===== src/rtl/abr_params_pkg.sv =====
// Shared parameters for the ABR vector add/sub sequencer.
//   REG_SIZE_DEF  : default coefficient width in bits
//   NUM_COEFF_DEF : default number of coefficients per vector operation
//   abr_state_e   : sequencer state encoding
package abr_params_pkg;

    localparam int unsigned REG_SIZE_DEF  = 24;
    localparam int unsigned NUM_COEFF_DEF = 256;

    typedef enum logic [2:0] {
        ST_IDLE  = 3'd0,
        ST_RD    = 3'd1,
        ST_EX    = 3'd2,
        ST_DRAIN = 3'd3,
        ST_DONE  = 3'd4
    } abr_state_e;

endpackage


===== src/rtl/abr_addsub_seq.sv =====
// Vector add/subtract sequencer. Streams NUM_COEFF operand pairs from memory
// into an external modular add/sub unit and writes its results back.
//
// state | meaning
// IDLE  | waiting for start_i
// RD    | read strobe for coefficient rd_cnt
// EX    | issue operands of rd_cnt to the add/sub unit
// DRAIN | all issued, waiting for the last result write
// DONE  | one-cycle completion pulse
//
// Ports:
//   clk, reset_n (async, active-low), zeroize (sync clear)
//   start_i, sub_mode_i             : operation request / mode (1 = subtract)
//   rd_en_o, rd_addr_o              : operand memory read
//   rd_data_a_i, rd_data_b_i        : operands, valid the cycle after rd_en_o
//   add_en_o, sub_o, opa_o, opb_o   : issue to modular add/sub unit
//   res_i, ready_i                  : result from modular add/sub unit
//   wr_en_o, wr_addr_o, wr_data_o   : result memory write
//   busy_o, done_o                  : status
module abr_addsub_seq
    import abr_params_pkg::*;
#(
    parameter int REG_SIZE  = REG_SIZE_DEF,
    parameter int NUM_COEFF = NUM_COEFF_DEF,
    parameter int ADDR_W    = $clog2(NUM_COEFF)
) (
    input  logic                clk,
    input  logic                reset_n,
    input  logic                zeroize,
    input  logic                start_i,
    input  logic                sub_mode_i,
    output logic                rd_en_o,
    output logic [ADDR_W-1:0]   rd_addr_o,
    input  logic [REG_SIZE-1:0] rd_data_a_i,
    input  logic [REG_SIZE-1:0] rd_data_b_i,
    output logic                add_en_o,
    output logic                sub_o,
    output logic [REG_SIZE-1:0] opa_o,
    output logic [REG_SIZE-1:0] opb_o,
    input  logic [REG_SIZE-1:0] res_i,
    input  logic                ready_i,
    output logic                wr_en_o,
    output logic [ADDR_W-1:0]   wr_addr_o,
    output logic [REG_SIZE-1:0] wr_data_o,
    output logic                busy_o,
    output logic                done_o
);

    localparam logic [ADDR_W-1:0] LAST = ADDR_W'(NUM_COEFF - 1);

    abr_state_e        state_q, state_d;
    logic              mode_q, mode_d;
    logic [ADDR_W-1:0] rd_cnt_q, rd_cnt_d;
    logic [ADDR_W-1:0] wr_cnt_q, wr_cnt_d;
    logic              active;
    logic              wr_fire;

    // Results are only accepted while an operation is in flight.
    assign active  = (state_q == ST_RD) || (state_q == ST_EX) || (state_q == ST_DRAIN);
    assign wr_fire = ready_i && active && !zeroize;

    always_ff @(posedge clk or negedge reset_n) begin
        if (!reset_n) begin
            state_q  <= ST_IDLE;
            mode_q   <= 1'b0;
            rd_cnt_q <= '0;
            wr_cnt_q <= '0;
        end else begin
            state_q  <= state_d;
            mode_q   <= mode_d;
            rd_cnt_q <= rd_cnt_d;
            wr_cnt_q <= wr_cnt_d;
        end
    end

    always_comb begin
        state_d  = state_q;
        mode_d   = mode_q;
        rd_cnt_d = rd_cnt_q;
        wr_cnt_d = wr_cnt_q;
        unique case (state_q)
            ST_IDLE: begin
                if (start_i) begin
                    state_d  = ST_RD;
                    mode_d   = sub_mode_i;
                    rd_cnt_d = '0;
                    wr_cnt_d = '0;
                end
            end
            ST_RD: state_d = ST_EX;
            ST_EX: begin
                rd_cnt_d = (rd_cnt_q == LAST) ? '0 : rd_cnt_q + ADDR_W'(1);
                state_d  = (rd_cnt_q == LAST) ? ST_DRAIN : ST_RD;
            end
            ST_DRAIN: begin
                if (wr_fire && (wr_cnt_q == LAST)) begin
                    state_d = ST_DONE;
                end
            end
            ST_DONE: begin
                state_d = ST_IDLE;
                mode_d  = 1'b0;
            end
            default: state_d = ST_IDLE;
        endcase
        if (wr_fire) begin
            wr_cnt_d = (wr_cnt_q == LAST) ? '0 : wr_cnt_q + ADDR_W'(1);
        end
        if (zeroize) begin
            state_d  = ST_IDLE;
            mode_d   = 1'b0;
            rd_cnt_d = '0;
            wr_cnt_d = '0;
        end
    end

    // Every output is forced low during zeroize so nothing leaks out in the
    // clearing cycle.
    always_comb begin
        rd_en_o   = 1'b0;
        rd_addr_o = '0;
        add_en_o  = 1'b0;
        sub_o     = 1'b0;
        opa_o     = '0;
        opb_o     = '0;
        wr_en_o   = 1'b0;
        wr_addr_o = '0;
        wr_data_o = '0;
        busy_o    = 1'b0;
        done_o    = 1'b0;
        if (!zeroize) begin
            busy_o = (state_q != ST_IDLE);
            sub_o  = (state_q != ST_IDLE) && mode_q;
            if (state_q == ST_RD) begin
                rd_en_o   = 1'b1;
                rd_addr_o = rd_cnt_q;
            end
            // RD/EX alternate, so issues are naturally spaced two cycles apart.
            if (state_q == ST_EX) begin
                add_en_o = 1'b1;
                opa_o    = rd_data_a_i;
                opb_o    = rd_data_b_i;
            end
            if (wr_fire) begin
                wr_en_o   = 1'b1;
                wr_addr_o = wr_cnt_q;
                wr_data_o = res_i;
            end
            done_o = (state_q == ST_DONE);
        end
    end

endmodule


===== config.mk =====
export PLATFORM = sky130hd
export DESIGN_NAME = abr_addsub_seq
export DESIGN_NICKNAME = d
export VERILOG_FILES = /design/src/rtl/abr_params_pkg.sv /design/src/rtl/abr_addsub_seq.sv
export SDC_FILE = /design/constraint.sdc
export NUM_CORES = 1
export LEC_CHECK = 0
export CAP_MARGIN = 10
export CORE_MARGIN = 2
export CORE_UTILIZATION = 29
export DETAILED_ROUTE_END_ITERATION = 8
export PLACE_DENSITY = 0.88
export SLEW_MARGIN = 20
export SYNTH_ARGS = -nofsm -noshare
export SYNTH_HDL_FRONTEND = slang
export SYNTH_SLANG_ARGS = --single-unit

===== constraint.sdc =====
create_clock -name clk -period 1.8 [get_ports clk]
set_input_delay 0.18 -clock clk [delete_from_list [all_inputs] [get_ports clk]]
set_output_delay 0.18 -clock clk [all_outputs]
set_load 0.02 [all_outputs]

==> summary.txt <==
Run status
  – Status: finished with violations
  – Failing checks: setup timing

Detailed routing
  – Vias: 2385
  – Drt total wl: 8120 microns
  – Number of remaining DRC errors: 0
  – Average wire per standard cell: 16.57 microns
  – Via-per-instance ratio: 4.867
  – Starting DRT DRC Count: 31
  – First-pass iteration count of the detailed router: 4
  – Routed Antenna Nets: 0

Logic synthesis
  – Largest area contributor in the netlist: and2_1
  – Ys async rst share: 1.000
  – Ys Warns: 0
  – Mean post-synth cell area: 7.798 sq um
  – Synth Instances: 215
  – Sequential-to-total area share from yosys stat: 0.2985
  – Area share of the largest cell type after synthesis: 0.3284
  – Unique cell type count in the Yosys netlist: 43
  – Post-synth EDFFs: 0
  – #FFs+latches synth: 20
  – Syn nets: 295
  – Post-Syn Area: 0.001677 sq mm
  – Synth area leaders: and2_1 33%, dfrtp_1 30%, a21oi_1 3.0%
  – Main synth FF type: dfrtp_1

Clocking
  – CTS tree: built
  – Clk root buf: clkbuf_8
  – CTS clock-pin slew for the worst setup and hold paths: 0.07 ns
  – CTS buffer count: 3
  – Clock sinks: 20
  – H-tree depth: 1
  – Max Root-Sink Buffers: 2
  – Hold-fix buffers, CTS: 0
  – Clock latency on the worst-skew pair: 0.26 ns

STA
  – Max Clk Rate: 0.5229 GHz
  – Final hold violation count: 0
  – Worst slew pin tran: 0.3029 ns
  – Min Hold Slack: 0.2518 ns
  – Final WS setup: -0.1122 ns
  – Minimum clock period: 1.912 ns
  – Fin Clk Skew: 0.002430 ns
  – Setup violators final: 65
  – Final worst-path cycle share: 1.062
  – RSZ-0062 raised after global routing: yes
  – Final slew viol count: 0
  – Rel. slew slack: 0.7955

Power
  – Pwr dens: 385.0 mW/mm^2
  – Clock share of power: 0.214
  – Pint: 1.106 mW
  – Pleak: 1.959 nW
  – Reg power frac: 0.300
  – Switching Fraction: 0.3051
  – Peak supply drop: 0.2915 mV
  – Comb pwr share: 0.486
  – Psw: 485.7 uW

Finish
  – Most common cell after layout, fill and taps aside: buf_6
  – Layout area overhead: 146.6%
  – Nets@finish: 499
  – Fill cell count: 401
  – Share of cells above drive strength 1: 0.5072
  – Commonest non-fill, non-tap cells in the layout: 81 x buf_6, 77 x clkdlybuf4s50_1, 60 x and2_4
  – N_diodes: 0

Setup path
  – Worst Setup End Kind: output pin
  – Most frequent CP cell: buf_4
  – WP data arrival: 1.73 ns
  – Crit path largest cell delay: 0.55 ns
  – Critical Path Start Type: register
  – CP max stage cell: or4b_4
  – CP Cell Sequence: or4b_4 > buf_4 > clkinv_8 > and2_1 > buf_4
  – Worst path top cell family by delay: simple AND/OR/NAND/NOR gates
  – CP Max Fanout: 7
  – Critical Path Stages: 5
  – WP buf/inv: 3
  – WS Path Type: register to output pin
  – Worst Reg2Reg Path Length in Cells: 5
  – CP Data Required Time: 1.62 ns

Floorplan
  – Row count: 27
  – Io pins: 172
  – Initial Util: 0.3026
  – Die W: 80.04 microns
  – Area of the core: 0.005540 sq mm
  – DIE AREA: 0.006406 sq mm
  – Chip height: 80.04 microns

Flow run
  – Max_cap viols: 0

Min path
  – HP Class: input port to asynchronous set/reset pin

Placement
  – Place WS: -0.5673 ns
  – Placer Congestion: 0.8293
  – Port-buffer cells: 171
  – Estimated wirelength of the detail-placed design: 5712 microns

GRT
  – Number of global-route vias before repair: 2181
  – Total global routing overflow: 0
  – Total GRT Usage: 0.2030
  – Largest net degree at the start of global routing: 51
  – Global-route wire length before repair: 10160 microns
  – Initial antenna violation count: 0
[cell usage after synthesis, drive strengths merged (2+ instances only)]
cell / instances
and2: 88
dfrtp: 20
nand2: 13
a21oi: 10
nor2: 10
nor3: 9
nand3: 8
buf: 6
clkbuf: 6
o21ai: 6
inv: 4
o31ai: 3
or4: 3
a22o: 2
ha: 2
nand2b: 2
or2: 2
or3: 2
[cell type report]
type | count | area (sq um) | share of cell area
repair buffers | 206 | 2091 | 0.5056
multi-input cells | 178 | 1294 | 0.3129
flip-flops and latches | 20 | 500.5 | 0.1210
well taps | 72 | 90.09 | 0.02179
repair inverters | 5 | 66.31 | 0.01604
clock buffers | 4 | 55.05 | 0.01331
inverters | 5 | 38.79 | 0.009380
[layer usage]
metal / share of wire / vias to the layer above / track usage
met4: 0.026 / 0 / 0.06102
met5: 0 / - / 0
met3: 0.086 / 20 / 0.03846
met1: 0.33 / 1098 / 0.2003
met2: 0.56 / 136 / 0.4158
li1: - / 1131 / -
[state kept, by name, indices dropped and copies added, names as in the netlist]
| register | cells |
|---|---|
| rd_cnt_q | 8 |
| wr_cnt_q | 8 |
| state_q | 3 |
| mode_q | 1 |
[power by group through the flow]
stage / sequential (mW) / clock [mW] / combinational [mW]
2_1_floorplan: 0.487 / 0 / 0.234
3_3_place_gp: 0.486 / 0 / 0.604
3_5_place_dp: 0.486 / 0 / 0.613
4_1_cts: 0.477 / 0.345 / 0.605
5_1_grt: 0.479 / 0.365 / 0.822
6_report: 0.478 / 0.340 / 0.774
[worst paths after layout]
kind / from / endpoint / slack, ns
setup / recovery: state_q[0]$_DFFE_PN0P_ / opa_o[22] / -0.11
max in group asynchronous: reset_n / wr_cnt_q[2]$_DFFE_PN0P_ / 1.34
hold reg to reg: mode_q$_DFFE_PN0P_ / mode_q$_DFFE_PN0P_ / 0.54
min in group clk: mode_q$_DFFE_PN0P_ / mode_q$_DFFE_PN0P_ / 0.54
setup reg to reg: state_q[0]$_DFFE_PN0P_ / rd_cnt_q[4]$_DFFE_PN0P_ / 0.05
hold / removal: reset_n / rd_cnt_q[3]$_DFFE_PN0P_ / 0.25
[kinds of logic (layout without fill, tap and decap cells)]
kind of cell | after synthesis | after routing | synth area share
AO/OA/AOI/OAI | 33 | 33 | 0.1321
flip-flops | 20 | 20 | 0.2985
adder cells (fa/ha/maj) | 2 | 2 | 0.01492
buffers and inverters | 17 | 220 | 0.05298
XOR/XNOR | 1 | 1 | 0.005225
AND/OR/NAND/NOR | 141 | 141 | 0.4896
multiplexers | 1 | 1 | 0.006716
[through the flow]
stage	area (sq um)	std cells	TNS (ns)	total power, mW	util
floorplan	1677	215	0	0.7211	-
global placement	3588	468	-43.70	1.090	0.6477
detailed placement	3588	468	-45.97	1.099	0.6477
CTS	3493	473	-1.619	1.427	0.6305
global route	4135	490	-8.574	1.666	0.7464
finish	4135	490	-4.285	1.592	0.7464
[repair_timing]
item	CTS	global route
gates resized for setup	448	169
pin swaps	0	9
setup buffers	1	8
endpoints found under the setup margin	93	91
gates cloned	0	9
(Power assumes the default switching activity.)
